$ cat src/rtl/uart_pkg.sv
// Shared definitions for the UART transmit arbiter: FSM encoding, byte width, requester-count range.
// Latency: n/a (types and constants only).
// Backpressure: n/a.
package uart_pkg;
    localparam int UART_BYTE_W = 8;
    localparam int NUM_REQ_MIN = 2;
    localparam int NUM_REQ_MAX = 8;

    typedef enum logic [1:0] {
        IDLE  = 2'd0,
        ISSUE = 2'd1,
        WAIT  = 2'd2
    } arb_state_e;
endpackage

$ cat src/rtl/uart_rr_picker.sv
// Round-robin picker: first asserted request at or after ptr, wrapping NUM_REQ-1 -> 0.
// Latency: combinational.
// Backpressure: none; winner is only meaningful while any_req is high.
module uart_rr_picker
    import uart_pkg::*;
#(
    parameter int NUM_REQ = 4
) (
    input  logic [NUM_REQ-1:0]         req,
    input  logic [$clog2(NUM_REQ)-1:0] ptr,
    output logic [$clog2(NUM_REQ)-1:0] winner,
    output logic                       any_req
);
    localparam int IDX_W = $clog2(NUM_REQ);

    logic [IDX_W-1:0] idx;

    always_comb begin
        winner = '0;
        idx    = '0;
        // Scan farthest-first so the requester closest to ptr is the last to overwrite winner.
        for (int k = NUM_REQ - 1; k >= 0; k--) begin
            idx = IDX_W'((int'(ptr) + k) % NUM_REQ);
            if (req[idx]) begin
                winner = idx;
            end
        end
    end

    assign any_req = |req;
endmodule

$ cat src/rtl/uart_tx_arbiter.sv
// Round-robin arbiter handing one byte at a time from NUM_REQ requesters to an 8N1 transmitter; UART_TX_ARB_LOCK_EN adds req_last message locking.
// Latency: trans_write one cycle after a qualifying IDLE cycle; strobe spacing is transmitter busy time + 2.
// Backpressure: no grant while trans_busy is high; requesters hold valid/data until their one-cycle req_ack.
module uart_tx_arbiter
    import uart_pkg::*;
#(
    parameter int NUM_REQ = 4
) (
    input  logic                           clk_baud_16x,
    input  logic                           reset,
    input  logic [NUM_REQ-1:0]             req_valid,
    input  logic [NUM_REQ*UART_BYTE_W-1:0] req_data,
`ifdef UART_TX_ARB_LOCK_EN
    input  logic [NUM_REQ-1:0]             req_last,
`endif
    output logic [NUM_REQ-1:0]             req_ack,
    output logic [UART_BYTE_W-1:0]         trans_data,
    output logic                           trans_write,
    input  logic                           trans_busy,
    output logic [$clog2(NUM_REQ)-1:0]     grant_id,
    output logic                           arb_busy
);
    localparam int IDX_W = $clog2(NUM_REQ);

    arb_state_e             state_q, state_d;
    logic [IDX_W-1:0]       ptr_q, ptr_d;
    logic [IDX_W-1:0]       grant_id_q, grant_id_d;
    logic [UART_BYTE_W-1:0] trans_data_q, trans_data_d;
    logic                   trans_write_q, trans_write_d;
    logic [NUM_REQ-1:0]     req_ack_q, req_ack_d;
    logic [NUM_REQ-1:0]     elig;
    logic [IDX_W-1:0]       winner;
    logic                   any_req;
`ifdef UART_TX_ARB_LOCK_EN
    logic                   lock_q, lock_d;

    // While locked only the last granted requester may compete; grant_id_q still names it.
    assign elig = lock_q ? (req_valid & (NUM_REQ'(1) << grant_id_q)) : req_valid;
`else
    assign elig = req_valid;
`endif

    uart_rr_picker #(.NUM_REQ(NUM_REQ)) u_picker (
        .req     (elig),
        .ptr     (ptr_q),
        .winner  (winner),
        .any_req (any_req)
    );

    always_comb begin
        state_d       = state_q;
        ptr_d         = ptr_q;
        grant_id_d    = grant_id_q;
        trans_data_d  = trans_data_q;
        trans_write_d = 1'b0;
        req_ack_d     = '0;
`ifdef UART_TX_ARB_LOCK_EN
        lock_d        = lock_q;
`endif
        case (state_q)
            IDLE: begin
                if (any_req && !trans_busy) begin
                    state_d       = ISSUE;
                    trans_write_d = 1'b1;
                    req_ack_d     = NUM_REQ'(1) << winner;
                    trans_data_d  = req_data[int'(winner)*UART_BYTE_W +: UART_BYTE_W];
                    grant_id_d    = winner;
                    ptr_d         = (int'(winner) == NUM_REQ - 1) ? '0 : winner + 1'b1;
`ifdef UART_TX_ARB_LOCK_EN
                    lock_d        = ~req_last[winner];
`endif
                end
            end
            ISSUE:   state_d = WAIT;
            WAIT:    if (!trans_busy) state_d = IDLE;
            default: state_d = IDLE;
        endcase
    end

    always_ff @(posedge clk_baud_16x or posedge reset) begin
        if (reset) begin
            state_q       <= IDLE;
            ptr_q         <= '0;
            grant_id_q    <= '0;
            trans_data_q  <= '0;
            trans_write_q <= 1'b0;
            req_ack_q     <= '0;
`ifdef UART_TX_ARB_LOCK_EN
            lock_q        <= 1'b0;
`endif
        end else begin
            state_q       <= state_d;
            ptr_q         <= ptr_d;
            grant_id_q    <= grant_id_d;
            trans_data_q  <= trans_data_d;
            trans_write_q <= trans_write_d;
            req_ack_q     <= req_ack_d;
`ifdef UART_TX_ARB_LOCK_EN
            lock_q        <= lock_d;
`endif
        end
    end

    assign req_ack     = req_ack_q;
    assign trans_data  = trans_data_q;
    assign trans_write = trans_write_q;
    assign grant_id    = grant_id_q;
    assign arb_busy    = (state_q != IDLE) || trans_busy;
endmodule

$ cat config.mk
export PLATFORM = sky130hd
export DESIGN_NAME = uart_tx_arbiter
export DESIGN_NICKNAME = d
export VERILOG_FILES = /design/src/rtl/uart_pkg.sv /design/src/rtl/uart_rr_picker.sv /design/src/rtl/uart_tx_arbiter.sv
export SDC_FILE = /design/constraint.sdc
export NUM_CORES = 1
export LEC_CHECK = 0
export CAP_MARGIN = 15
export CORE_MARGIN = 8
export CORE_UTILIZATION = 40
export CTS_BUF_LIST = sky130_fd_sc_hd__clkbuf_8
export DETAILED_ROUTE_END_ITERATION = 12
export PLACE_DENSITY = 0.81
export SETUP_SLACK_MARGIN = 0.2
export SYNTH_ARGS = -nofsm -noshare
export SYNTH_HDL_FRONTEND = slang
export SYNTH_SLANG_ARGS = --single-unit
$ cat constraint.sdc
create_clock -name clk_baud_16x -period 1.7 [get_ports clk_baud_16x]
set_input_delay 0.17 -clock clk_baud_16x [delete_from_list [all_inputs] [get_ports clk_baud_16x]]
set_output_delay 0.17 -clock clk_baud_16x [all_outputs]
set_load 0.05 [all_outputs]
* Word-level counts from Yosys, hierarchy flattened
Index checks and enable logic that the tools add are counted.
Cells by class: add/subtract/negate cells 4, $lt $le $gt $ge 4, eq/ne operators 5, shift operators 2, multiplexer cells 20, reductions and logical operators 8
Operators with widths (count):
- $shiftx A32 B6 Y8 | 1
- $mux W2 | 7
- $lt A2 B3 Y1 const B | 4
- $bmux W1 S2 | 4
- $mux W4 | 2
- $mux W1 | 6
- $pmux W2 S3 | 1
- $add A2 B1 Y2 const B | 2
- $add A2 B2 Y2 const B | 2
- $eq A2 B1 Y1 const B | 2
- $ne A2 B2 Y1 const B | 2
- $reduce_and A2 Y1 | 2
- $reduce_or A4 Y1 | 1
- $shl A1 B2 Y4 const A | 1
- $eq A2 B2 Y1 const B | 1
- $logic_not A2 Y1 | 1
- $reduce_bool A2 Y1 | 1
- $logic_and A1 B1 Y1 | 1
- $logic_not A1 Y1 | 1
- $logic_or A1 B1 Y1 | 1
Storage, ports and cells: flip-flop bits (word level) 19, input port bits 39, word-level logic and storage cells 49

* Longest topological paths before layout
depth after elaboration 10, gate-level depth with buffers 8

* Cells and area by module
From an unflattened synthesis, not the netlist that was laid out.
Unflattened totals: cell total of the unflattened synthesis 72, area, all modules 1058.5 sq um
Modules (own cells, without submodules):
- uart_tx_arbiter | instances 1, cells an instance 59, area an instance 980.9 sq um
- uart_rr_picker | instances 1, cells an instance 13, area an instance 77.6 sq um

* Least setup slack after synthesis
OpenSTA, ideal clock, no wires.
kind flip-flop to flip-flop, from reg state_q[1], to reg trans_data_q[0] (netlist: trans_data[0]), arrival 1.632 ns, data required time 1.613 ns, path slack -0.019 ns, cell stages (with the launch flop) 8, clock period less this slack 1.719 ns, cell sequence dfrtp_1 or3_4 or2_1 buf_6 clkinv_8 nand2b_4 buf_6 o221ai_2
Between the ends: cells in the longest elaborated chain, start to end 2
RTL lines:
- from (decl) | RTL line uart_tx_arbiter.sv:25 | arb_state_e state_q, state_d;
- from (signal assigned) | RTL line uart_tx_arbiter.sv:92 | state_q <= state_d;
- $logic_not A2 Y1 | RTL line uart_tx_arbiter.sv:60 | case (state_q)
- $reduce_and A2 Y1 (no line)
- to (signal assigned) | RTL line uart_tx_arbiter.sv:95 | trans_data_q <= trans_data_d;
- to (decl) | RTL line uart_tx_arbiter.sv:28 | logic [UART_BYTE_W-1:0] trans_data_q, trans_data_d;
Every way passes these cells. A chain may end at the register's enable or synchronous reset.

* Worst setup path in the final report
from reg ptr_q[0], to reg trans_data_q[5] (netlist: trans_data[5])
Between the ends: cells in the longest elaborated chain, start to end 8, elaborated cells on any way between the ends 16, classes of those cells add/sub: 3; shift: 1; mux: 12
RTL lines:
- from (decl) | RTL line uart_tx_arbiter.sv:26 | logic [IDX_W-1:0] ptr_q, ptr_d;
- from (signal assigned) | RTL line uart_tx_arbiter.sv:93 | ptr_q <= ptr_d;
- $add A2 B2 Y2 | RTL line uart_rr_picker.sv:23 | idx = IDX_W'((int'(ptr) + k) % NUM_REQ);
- $bmux W1 S2 | RTL line uart_rr_picker.sv:24 | if (req[idx]) begin
- $mux W1 (not written as such) | RTL line uart_rr_picker.sv:24
- $mux W2 (3 in a row) | RTL line uart_rr_picker.sv:24
- $mux W2 (*) | RTL line uart_rr_picker.sv:24
- $shiftx A32 B6 Y8 (*) | RTL line uart_tx_arbiter.sv:66 | trans_data_d = req_data[int'(winner)*UART_BYTE_W +: UART_BYTE_W];
Every way passes the cells marked *; elsewhere a longest branch is shown, timed or not. The select of a mux whose other input is x is not followed.

==> results.tsv <==
stage	metric	value	unit
outcome	status	finished clean	
routing	viasPerCell	5.437	
sta	setup_ws	0.07015	ns
place	port_buffers	54	
synthesis	ys.flop_type	dfrtp_1	
final_layout	n_antenna_cell	0	
sta	maxSlewViolCount	0	
synthesis	yosys.area.top_type	dfrtp_1	
floorplanning	initial_core_util	42.07	%
sta	fmax	0.6136	GHz
synthesis	synth_most_common_cell	dfrtp_1	
sta	fin_hold_ws	0.1282	ns
floorplanning	die_w	67.05	µm
sta	fin_skew	0.006159	ns
place	pre_cts_ws	-0.3115	ns
place	hpwl	2.568	mm
global_routing	grt_max_degree	14	
synthesis	syn_avg_cell_area	11.33	µm²
cts	cts-root-buf	clkbuf_8	
setup_path	reg2reg_depth	7	
routing	ant_nets	0	
setup_path	crit_path_start_kind	flip-flop	
synthesis	synth_warnings	0	
setup_path	end_kind	flip-flop	
cts	cts_buffers	3	
setup_path	worstSetupPathType	reg2reg	
routing	route.detailed.drc	0	
pwr	power_density	1708	nW/µm²
sta	fin_crit	1.630	ns
synthesis	synthCells	92	
synthesis	synth_top_area_share	45.62	%
global_routing	grt_pass1_wl	5.906	mm
synthesis	synthTopCellsByArea	dfrtp_1, mux2i_1, o221ai_2	
sta	worstMarginPinSlew	0.5294	ns
setup_path	r2r-start	ptr_q[0]	
sta	max-slew-margin-rel	64.85	%
final_layout	n_fill_cell	143	
final_layout	post-route-cell-area	2034	µm²
sta	setup_violations	0	
cts	tritoncts	yes	
synthesis	synth-async-reset-ratio	100.0	%
cts	clockBufferDepth	2	
synthesis	synth_fp_nets	132	
synthesis	syn_area	1042	µm²
flow_run	cap_violations	0	
routing	num_vias	1071	
floorplanning	num_io_pins	55	
synthesis	synth_seq_cells	19	
worst_hold_path	hp-class	in2async	
floorplanning	placementRows	18	
setup_path	rr_endpoint	trans_data[5]	
synthesis	synth-edff-count	0	
synthesis	synth_common_cells	dfrtp_1, mux2i_1, nand2_1	
sta	hold_viol	0	
floorplanning	die_height	67.05	µm
cts	cts.reportedPaths.clkPinSlew	0.08	ns
setup_path	r2r_slack	0.07	ns
routing	first_iter_violations	43	
routing	wire_per_inst	20.83	µm
final_layout	area.growth.synth_to_final	95.20	%
global_routing	grt_pass1_vias	1218	
setup_path	critical_path_arrival	1.77	ns
final_layout	drive_above_1_share	46.11	%
final_layout	nets	208	
place	placed_cell_area	1647	µm²
cts	clkLatencyLatePin	0.26	ns
routing	drt_wl_total	4.103	mm
synthesis	ys_seq_area_share	45.62	%
sta	fin_crit_sh	95.87	%
sta	rsz0062_at_grt	true	
final_layout	final_core_util	82.12	%
floorplanning	fp.dieArea	4495	µm²
place	gp_congestion	0.8865	
global_routing	gr-usage-all-layers	17.60	%
pwr	power.leakage	0.9229	nW
global_routing	grt-ovfl-total	0	
cts	cts.htree.levels	1	
pwr	ir_worst_vdd	0.001188	V
routing	first_pass_iters	4	
floorplanning	core	2477	µm²
cts	numClockSinks	19	
cts	ctsHoldBuffers	0	
setup_path	cp.required	1.84	ns
global_routing	antenna_found_initial	0	
synthesis	synth_cell_types	28	
setup_path	cp_max_fo	5	
-- how the worst max path moves through the flow --
stage | slack [ns] | end | startpoint | cells after the start
floorplan | 0.05 | trans_data[0] | state_q[0] | 7
global placement | -0.18 | trans_data[7] | req_valid[0] | 6
detailed placement | -0.31 | trans_data[7] | req_valid[0] | 6
CTS | 0.13 | trans_data[5] | ptr_q[0] | 7
global route | -0.04 | trans_data[5] | ptr_q[0] | 7
finish | 0.07 | trans_data[5] | ptr_q[0] | 7
-- registers in the layout, indices dropped and copies added (netlist names) --
| register | cells |
|---|---|
| grant_id | 2 |
| ptr_q | 2 |
| req_ack | 4 |
| state_q | 2 |
| trans_data | 8 |
| trans_write | 1 |
-- what timing repair did --
item / CTS / global route
cloned: 2 / 2
setup buffers: 6 / 4
endpoints found under the setup margin: 25 / 15
pin swaps: 10 / 13
gates resized for setup: 39 / 23
-- report_power, final --
group	switching [W]	total (W)	internal (W)
clock	0.000157	0.000318	0.000161
sequential	0.000121	0.000750	0.000630
combinational	0.00130	0.00241	0.00111
total	0.00158	0.00347	0.00190
-- logic make-up (layout without fill, tap and decap cells) --
logic type | after synthesis | after routing | synth area share, %
buffers and inverters | 13 | 88 | 7.682
adders and majority gates | 1 | 1 | 1.200
and+or+nand+nor | 25 | 25 | 12.85
muxes | 16 | 16 | 15.37
DFF | 19 | 19 | 45.62
AOI/OAI and AO/OA | 18 | 18 | 17.29
-- cells in the final DEF, fill, tap and decap left out, drive strengths merged --
| master | netlist | layout |
|---|---|---|
| ha | 1 | 1 |
| and2 | 1 | 1 |
| a221oi | 1 | 1 |
| dfrtp | 19 | 19 |
| dlygate4sd2 | 0 | 14 |
| nor3 | 3 | 3 |
| nor2 | 1 | 1 |
| mux2i | 16 | 16 |
| a21boi | 1 | 1 |
| or2 | 1 | 1 |
| o21ai | 4 | 4 |
| clkbuf | 0 | 5 |
| nor2b | 2 | 2 |
| inv | 7 | 8 |
| nand2 | 12 | 12 |
| buf | 5 | 26 |
| clkdlybuf4s50 | 0 | 34 |
| a21oi | 2 | 2 |
| a21o | 1 | 1 |
| nand2b | 1 | 1 |
| clkinv | 1 | 1 |
| o22ai | 1 | 1 |
| or3 | 1 | 1 |
| and3 | 1 | 1 |
| nor4 | 1 | 1 |
| nand3 | 1 | 1 |
| o221ai | 8 | 8 |
-- critical path: stages, from the launching register on --
cell	delay, ns
dfrtp_1	0.41
nor2b_2	0.18
nor3_2	0.07
o22ai_2	0.17
buf_6	0.18
buf_12	0.14
mux2i_2	0.23
o221ai_2	0.11
-- final cells by class --
| type | count | area [µm²] | area share, % |
|---|---|---|---|
| timing repair buffer | 76 | 779.5 | 38.31 |
| multi-input combinational | 60 | 651.9 | 32.04 |
| sequential | 19 | 475.5 | 23.37 |
| inverter | 8 | 45.04 | 2.214 |
| clock buffer | 3 | 41.29 | 2.030 |
| tap | 30 | 37.54 | 1.845 |
| clock inverter | 1 | 3.754 | 0.1845 |
-- per-stage QoR --
stage	instances	power [W]	TNS (ns)
finish	197	0.003474	0
floorplan	92	0.001897	0
global placement	179	0.002411	-1.998
CTS	191	0.003114	0
global route	197	0.003649	-0.1381
detailed placement	179	0.002463	-3.494
-- routing by layer --
metal,global-route usage (%),wire length [µm]
met5,0,0
met4,8.094,164
met3,4.698,349
met2,32.14,2096
met1,18.16,1492
No activity file was read; power rests on OpenSTA's default activity.
